--- config.mk ---
export PLATFORM = sky130hd
export DESIGN_NAME = ifetch_unit
export DESIGN_NICKNAME = d
export VERILOG_FILES = /design/src/rtl/riscv_pkg.sv /design/src/rtl/ifetch_fifo.sv /design/src/rtl/ifetch_unit.sv
export SDC_FILE = /design/constraint.sdc
export NUM_CORES = 1
export LEC_CHECK = 0
export ABC_AREA = 1
export BUFFER_PORTS_ARGS = -buffer_cell sky130_fd_sc_hd__buf_2
export CAP_MARGIN = 20
export CORE_ASPECT_RATIO = 0.9
export CORE_UTILIZATION = 61
export DETAILED_ROUTE_END_ITERATION = 8
export PLACE_DENSITY = 0.86
export REMOVE_ABC_BUFFERS = 1
export SYNTH_ARGS = -nofsm -noshare
export SYNTH_HDL_FRONTEND = slang
export SYNTH_SLANG_ARGS = --single-unit
--- constraint.sdc ---
create_clock -name clk -period 2.5 [get_ports clk]
set_input_delay 0.5 -clock clk [delete_from_list [all_inputs] [get_ports clk]]
set_output_delay 0.5 -clock clk [all_outputs]
set_load 0.01 [all_outputs]
--- src/rtl/riscv_pkg.sv ---
// Shared RISC-V core types: fetch FSM states, fetch buffer entry, constants.
// Used by ifetch_unit and ifetch_fifo.
package riscv_pkg;

    localparam int XLEN = 32;

    localparam logic [XLEN-1:0] RESET_PC_DEFAULT = 32'h0000_0000;
    localparam logic [XLEN-1:0] NOP              = 32'h0000_0013;

    typedef enum logic [1:0] {
        FETCH = 2'd0,
        WAIT  = 2'd1,
        DRAIN = 2'd2
    } ifetch_state_e;

    typedef struct packed {
        logic [XLEN-1:0] pc;
        logic [XLEN-1:0] instr;
    } fetch_entry_t;

endpackage

--- src/rtl/ifetch_fifo.sv ---
// Prefetch buffer of fetch_entry_t; flush wins over push in the same cycle.
// Ports: i_push/i_entry write, i_pop read, i_flush clear, o_head/o_count/o_empty/o_full.
module ifetch_fifo
    import riscv_pkg::*;
#(
    parameter  int DEPTH = 2,
    localparam int PW    = $clog2(DEPTH),
    localparam int CW    = PW + 1
) (
    input  logic         clk,
    input  logic         rst_n,
    input  logic         i_push,
    input  fetch_entry_t i_entry,
    input  logic         i_pop,
    input  logic         i_flush,
    output fetch_entry_t o_head,
    output logic [CW-1:0] o_count,
    output logic         o_empty,
    output logic         o_full
);

    fetch_entry_t  r_mem [DEPTH];
    logic [PW-1:0] r_wptr;
    logic [PW-1:0] r_rptr;
    logic [CW-1:0] r_count;
    logic          w_do_push;
    logic          w_do_pop;

    assign o_empty = (r_count == '0);
    assign o_full  = (r_count == CW'(DEPTH));
    assign o_count = r_count;
    assign o_head  = r_mem[r_rptr];

    // A pop in the same cycle frees the slot a full-buffer push needs.
    assign w_do_pop  = i_pop & ~o_empty;
    assign w_do_push = i_push & (~o_full | w_do_pop);

    always_ff @(posedge clk or negedge rst_n) begin
        if (!rst_n) begin
            r_wptr  <= '0;
            r_rptr  <= '0;
            r_count <= '0;
            for (int i = 0; i < DEPTH; i++) begin
                r_mem[i] <= '0;
            end
        end else if (i_flush) begin
            r_wptr  <= '0;
            r_rptr  <= '0;
            r_count <= '0;
        end else begin
            if (w_do_push) begin
                r_mem[r_wptr] <= i_entry;
                r_wptr        <= r_wptr + PW'(1);
            end
            if (w_do_pop) begin
                r_rptr <= r_rptr + PW'(1);
            end
            unique case ({w_do_push, w_do_pop})
                2'b10:   r_count <= r_count + CW'(1);
                2'b01:   r_count <= r_count - CW'(1);
                default: r_count <= r_count;
            endcase
        end
    end

endmodule

--- src/rtl/ifetch_unit.sv ---
// Instruction fetch stage: PC, imem req/gnt/rvalid, prefetch buffer, redirects.
// Ports: clk, rst_n, imem_* memory side, redirect_*, stall, instruction/instr_pc/loadInstr
// to decode. `IFETCH_PERF_CNT_EN adds fetch_count and stall_count outputs.
module ifetch_unit
    import riscv_pkg::*;
#(
    parameter int               I_WIDTH    = 32,
    parameter int               A_WIDTH    = 32,
    parameter logic [A_WIDTH-1:0] RESET_PC = RESET_PC_DEFAULT,
    parameter int               FIFO_DEPTH = 2
) (
    input  logic               clk,
    input  logic               rst_n,
    output logic               imem_req,
    output logic [A_WIDTH-1:0] imem_addr,
    input  logic               imem_gnt,
    input  logic               imem_rvalid,
    input  logic [I_WIDTH-1:0] imem_rdata,
    input  logic               redirect_valid,
    input  logic [A_WIDTH-1:0] redirect_pc,
    input  logic               stall,
    output logic [I_WIDTH-1:0] instruction,
    output logic [A_WIDTH-1:0] instr_pc,
    output logic               loadInstr
`ifdef IFETCH_PERF_CNT_EN
    ,
    output logic [31:0]        fetch_count,
    output logic [31:0]        stall_count
`endif
);

    localparam int           CW      = $clog2(FIFO_DEPTH) + 1;
    localparam logic [CW:0]  DEPTH_L = (CW + 1)'(FIFO_DEPTH);

    ifetch_state_e      r_state;
    logic [A_WIDTH-1:0] r_pc;
    logic [A_WIDTH-1:0] r_req_pc;
    logic               r_out;
    logic               r_run;

    logic [CW-1:0]      w_count;
    logic [CW:0]        w_occ;
    logic               w_empty;
    logic               w_full;
    fetch_entry_t       w_head;
    fetch_entry_t       w_entry;
    logic               w_req;
    logic               w_fire;
    logic               w_rv;
    logic               w_push;
    logic               w_pop;
    logic [A_WIDTH-1:0] w_tgt;

    // Slots already promised to an in-flight request count as occupied.
    assign w_occ = {1'b0, w_count} + {{CW{1'b0}}, r_out};

    // r_run holds imem_req low while in reset and for the release cycle.
    assign w_req  = r_run & (r_state == FETCH) & (w_occ < DEPTH_L)
                  & ~w_full & ~redirect_valid;
    assign w_fire = w_req & imem_gnt;
    assign w_rv   = imem_rvalid & r_out;
    assign w_push = w_rv & (r_state == WAIT) & ~redirect_valid;
    assign w_pop  = ~w_empty & ~stall & ~redirect_valid;
    assign w_tgt  = redirect_pc & ~A_WIDTH'(3);

    assign w_entry.pc    = r_req_pc;
    assign w_entry.instr = imem_rdata;

    assign imem_req    = w_req;
    assign imem_addr   = r_pc;
    assign loadInstr   = w_pop;
    assign instruction = w_empty ? '0 : w_head.instr;
    assign instr_pc    = w_empty ? '0 : w_head.pc;

    ifetch_fifo #(
        .DEPTH   (FIFO_DEPTH)
    ) u_fifo (
        .clk     (clk),
        .rst_n   (rst_n),
        .i_push  (w_push),
        .i_entry (w_entry),
        .i_pop   (w_pop),
        .i_flush (redirect_valid),
        .o_head  (w_head),
        .o_count (w_count),
        .o_empty (w_empty),
        .o_full  (w_full)
    );

    always_ff @(posedge clk or negedge rst_n) begin
        if (!rst_n) begin
            r_state  <= FETCH;
            r_pc     <= RESET_PC;
            r_req_pc <= RESET_PC;
            r_out    <= 1'b0;
            r_run    <= 1'b0;
        end else begin
            r_run <= 1'b1;
            if (redirect_valid) begin
                // A response landing with the redirect is simply dropped.
                r_pc    <= w_tgt;
                r_out   <= r_out & ~imem_rvalid;
                r_state <= (r_out & ~imem_rvalid) ? DRAIN : FETCH;
            end else begin
                unique case (r_state)
                    FETCH: begin
                        if (w_fire) begin
                            r_pc     <= r_pc + A_WIDTH'(4);
                            r_req_pc <= r_pc;
                            r_out    <= 1'b1;
                            r_state  <= WAIT;
                        end
                    end
                    WAIT, DRAIN: begin
                        if (w_rv) begin
                            r_out   <= 1'b0;
                            r_state <= FETCH;
                        end
                    end
                    default: r_state <= FETCH;
                endcase
            end
        end
    end

`ifdef IFETCH_PERF_CNT_EN
    always_ff @(posedge clk or negedge rst_n) begin
        if (!rst_n) begin
            fetch_count <= '0;
            stall_count <= '0;
        end else begin
            if (w_push) begin
                fetch_count <= fetch_count + 32'd1;
            end
            if (~w_empty & stall) begin
                stall_count <= stall_count + 32'd1;
            end
        end
    end
`endif

endmodule

==> summary by stage <==
Run status
The flow ran to the end, and the final reports show no timing, DRC or antenna violations.

Clock network
The clock transition at the registers of the reported paths is approximately 0.070 ns. The CTS tree is done. The sink count of the clock tree is 192. The post-cts resize count is 0. Counting the buffers created by CTS gives 17. In this run the number of H-tree levels came out at 4. Buffers added to address setup during post-CTS repair amount to 0. Counting along the longest clock path gives a buffer depth of 2. For this design, the CTS-stage hold fixing added 0 buffers. The root cell of the clock tree is sky130_fd_sc_hd__clkbuf_16. At the later pin of the worst-skew pair, clock insertion delay measures 0.43 ns.

Yosys
Summing every instance area after synthesis gives about 0.0093 sq mm. The synthesized design contains approximately 190 register bits. For this run, the register share of the synthesized area comes to 0.516. The number of warnings printed during yosys synthesis is 0. The netlist uses 32 different library cells.

The number of cells produced by synthesis is about 1,200. The synthesized area per cell is 7.67 sq um.

Timing
The clock period minus worst slack is approximately 2.4 ns. The actual slew at the worst max-slew pin is 0.600 ns. The worst hold slack across all endpoints is between 0.06 and 0.07 ns. Setup repair after global routing left no endpoint under its margin. In the final timing run, aggregate negative setup slack is 0 ns. In the finished design, the share of the clock period the worst path needs comes to 0.949. The total count of hold-check failures in the final report was 0. For the final database, setup skew stands at around 0.0089 ns. The worst max-slew margin expressed relative to the limit is 0.600. The number of setup violations in the final report is 0. The achievable clock frequency is approximately 420 MHz.

The number of max-slew violations in the final report was 0.

Critical path
The number of cells on the worst reg-to-reg path is 11. The critical path class is register to primary output. The beginning of the worst register-to-register path is r_state[0]. The kind of cell adding the most delay to the critical path is flip-flops. The endpoint required time on the critical path is about 2.0 ns. The kind of launch point of the worst setup path is a register. On the critical path, the stage with the largest delay is an instance of sky130_fd_sc_hd__dfrtp_4. The setup check on the worst reg-to-reg path leaves a slack of 0.58 ns. The end of the worst register-to-register path is imem_addr[17]. The buffering stage count on the worst path with inverters included is 2.

The category of the worst setup path capture point is a primary output. The largest single stage delay on the critical path is about 0.64 ns. The endpoint arrival time on the critical path is 1.87 ns. The signal on the critical path passes through buf_12 > o21ai_0 > a21oi_1 > buf_2. The worst-path maximum fanout is 60.

Final layout
For this run, the share of the core covered by cells in the final layout is 0.730. Fill cells in the final layout number 1,149. The register cell area after layout is ~0.0048 sq mm. The final net count is between 1,000 and 1,500. The multi-input logic area is 0.00371 sq mm.

The leading cell type in the layout, fill and taps excluded is sky130_fd_sc_hd__nand2_1. The share of layout cells above drive strength 1 is 0.166. The area overhead of the layout relative to synthesis is 16.2%. In the layout the commonest cells are sky130_fd_sc_hd__nand2_1 (476), sky130_fd_sc_hd__dfrtp_1 (191), sky130_fd_sc_hd__buf_2 (160). The number of antenna diodes is 0.

Route
The count of nets left with antenna violations once routing finished came out at 0. The first routing iteration left 845 violations. The wire length per cell after detailed routing is 14.9 um. Dividing the detail-routed via count by the number of cells gives ~5.4. Across all layers, the routed design uses 8,466 vias. The number of remaining DRC errors is 0. Summed over all layers, the routed wires come to ~23,000 um. The pre-antenna-repair detailed-routing pass consisted of 6 iterations.

Die
The die outline area is 0.0158 sq mm. In this run the core area contains 42 standard-cell rows. From bottom edge to top edge, the die measures approximately 120 um. The initial core utilization is 0.628. The die is 132 um wide. The total I/O pin count is 168. In this run the standard cell core region covers 0.0148 sq mm.

Power and ir drop
The power after layout is 0.0106 W. The static leakage is 5.65 nW. For this design the ratio of total power to cell area is between 900 and 1000 mW/mm^2. The largest vdd supply drop is 0.000729 V.

Worst hold path
The path category of the worst min-delay check is input pin to async pin.

Placement
The count of input and output buffers is 161. The congestion estimate from routability-driven global placement came to between 0.9 and 1. The estimated wirelength of the detail-placed design is 15,500 um.

Global routing
The largest net degree at the start of global routing is 100. For this run the aggregate overflow at the end of global routing stands at 0. The initial antenna violation count is 0. The number of global-route vias before repair was 8,076. The first global-routing pass estimated 39,200 um of wire. The overall fraction of global-route tracks in use is 0.314.

Flow run
Max-cap violations in this run came to 0.
registers in the layout, indices dropped and copies added, names as in the netlist:
| name | count |
|---|---|
| r_req_pc | 30 |
| u_fifo.r_mem | 124 |
| u_fifo.o_count | 2 |
| r_out | 1 |
| imem_addr | 30 |
| u_fifo.r_rptr | 1 |
| u_fifo.r_wptr | 1 |
| r_state | 2 |
| r_run | 1 |
final cells by class:
class                      count  share of cell area
multi-input combinational    854               0.343
sequential                   192               0.444
clock inverter                12              0.0124
timing repair buffer         183              0.0998
tap                          198              0.0229
clock buffer                  20              0.0413
inverter                     105              0.0364
synthesized netlist by cell type:
cell | instances | area [sq um]
sky130_fd_sc_hd__clkinv_1 | 1 | 3.75
sky130_fd_sc_hd__clkbuf_2 | 1 | 5.00
sky130_fd_sc_hd__nand2_2 | 1 | 6.26
sky130_fd_sc_hd__o21ai_1 | 54 | 270
sky130_fd_sc_hd__nor2_4 | 4 | 45.0
sky130_fd_sc_hd__xnor2_1 | 3 | 26.3
sky130_fd_sc_hd__inv_1 | 101 | 379
sky130_fd_sc_hd__clkbuf_1 | 28 | 105
sky130_fd_sc_hd__a22oi_1 | 1 | 7.51
sky130_fd_sc_hd__nand4_1 | 1 | 6.26
sky130_fd_sc_hd__ha_1 | 3 | 37.5
sky130_fd_sc_hd__dfrtp_1 | 192 | 4800
sky130_fd_sc_hd__buf_2 | 14 | 70.1
sky130_fd_sc_hd__a21oi_1 | 68 | 340
sky130_fd_sc_hd__o21bai_1 | 2 | 15.0
sky130_fd_sc_hd__nand3_1 | 51 | 255
sky130_fd_sc_hd__nand3b_1 | 2 | 15.0
sky130_fd_sc_hd__nand2_4 | 1 | 11.3
sky130_fd_sc_hd__inv_2 | 3 | 11.3
sky130_fd_sc_hd__nand2_1 | 476 | 1790
sky130_fd_sc_hd__buf_6 | 16 | 180
sky130_fd_sc_hd__nor2_1 | 66 | 248
sky130_fd_sc_hd__o21ai_2 | 1 | 8.76
sky130_fd_sc_hd__o211ai_1 | 7 | 52.6
sky130_fd_sc_hd__xor2_1 | 2 | 17.5
sky130_fd_sc_hd__a31oi_1 | 1 | 6.26
sky130_fd_sc_hd__conb_1 | 2 | 7.51
sky130_fd_sc_hd__o21a_1 | 1 | 7.51
sky130_fd_sc_hd__nand3_2 | 1 | 10.0
sky130_fd_sc_hd__buf_4 | 7 | 52.6
sky130_fd_sc_hd__o21ai_0 | 101 | 505
sky130_fd_sc_hd__nor2_2 | 2 | 12.5
per-layer routing:
layer	vias to the layer above	wire length, um	track usage
met5	-	0	0
met3	59	1840	0.0677
li1	4093	-	-
met2	408	10800	0.507
met1	3906	10100	0.422
met4	0	629	0.115
metrics by stage:
| stage | instances | area [sq um] | setup slack [ns] |
|---|---|---|---|
| after CTS | 1564 | 10800 | 0.161 |
| after global routing | 1564 | 10800 | 0.0261 |
| after global placement | 1532 | 10200 | 0.425 |
| after detailed placement | 1532 | 10200 | 0.377 |
| after floorplan | 1151 | 8910 | -0.449 |
| final | 1564 | 10800 | 0.127 |
report_power, final:
group	total, W	leakage, nW	internal (W)	switching [W]
sequential	0.00487	2.22	0.00418	0.000692
clock	0.00269	0.269	0.00150	0.00119
combinational	0.00303	3.17	0.00115	0.00187
logic make-up (layout without fill, tap and decap cells):
family | count (synthesis) | in the layout | synth area share
buffers and inverters | 171 | 320 | 0.0867
other | 2 | 5 | 0.000807
adder cells (fa/ha/maj) | 3 | 3 | 0.00403
XOR/XNOR | 5 | 5 | 0.00470
flip-flops | 192 | 192 | 0.516
AO/OA/AOI/OAI | 236 | 236 | 0.130
AND/OR/NAND/NOR | 605 | 605 | 0.257
worst max path at each step:
stage | start | endpoint | cells past startpoint
6_report | u_fifo.r_rptr | instruction[23] | 4
2_1_floorplan | u_fifo.r_rptr | instr_pc[10] | 2
4_1_cts | u_fifo.r_rptr | instruction[23] | 4
3_5_place_dp | redirect_valid | imem_addr[4] | 7
3_3_place_gp | redirect_valid | imem_addr[28] | 8
5_1_grt | u_fifo.r_rptr | instruction[30] | 4
Note: power is estimated with default switching activity, not from simulation.
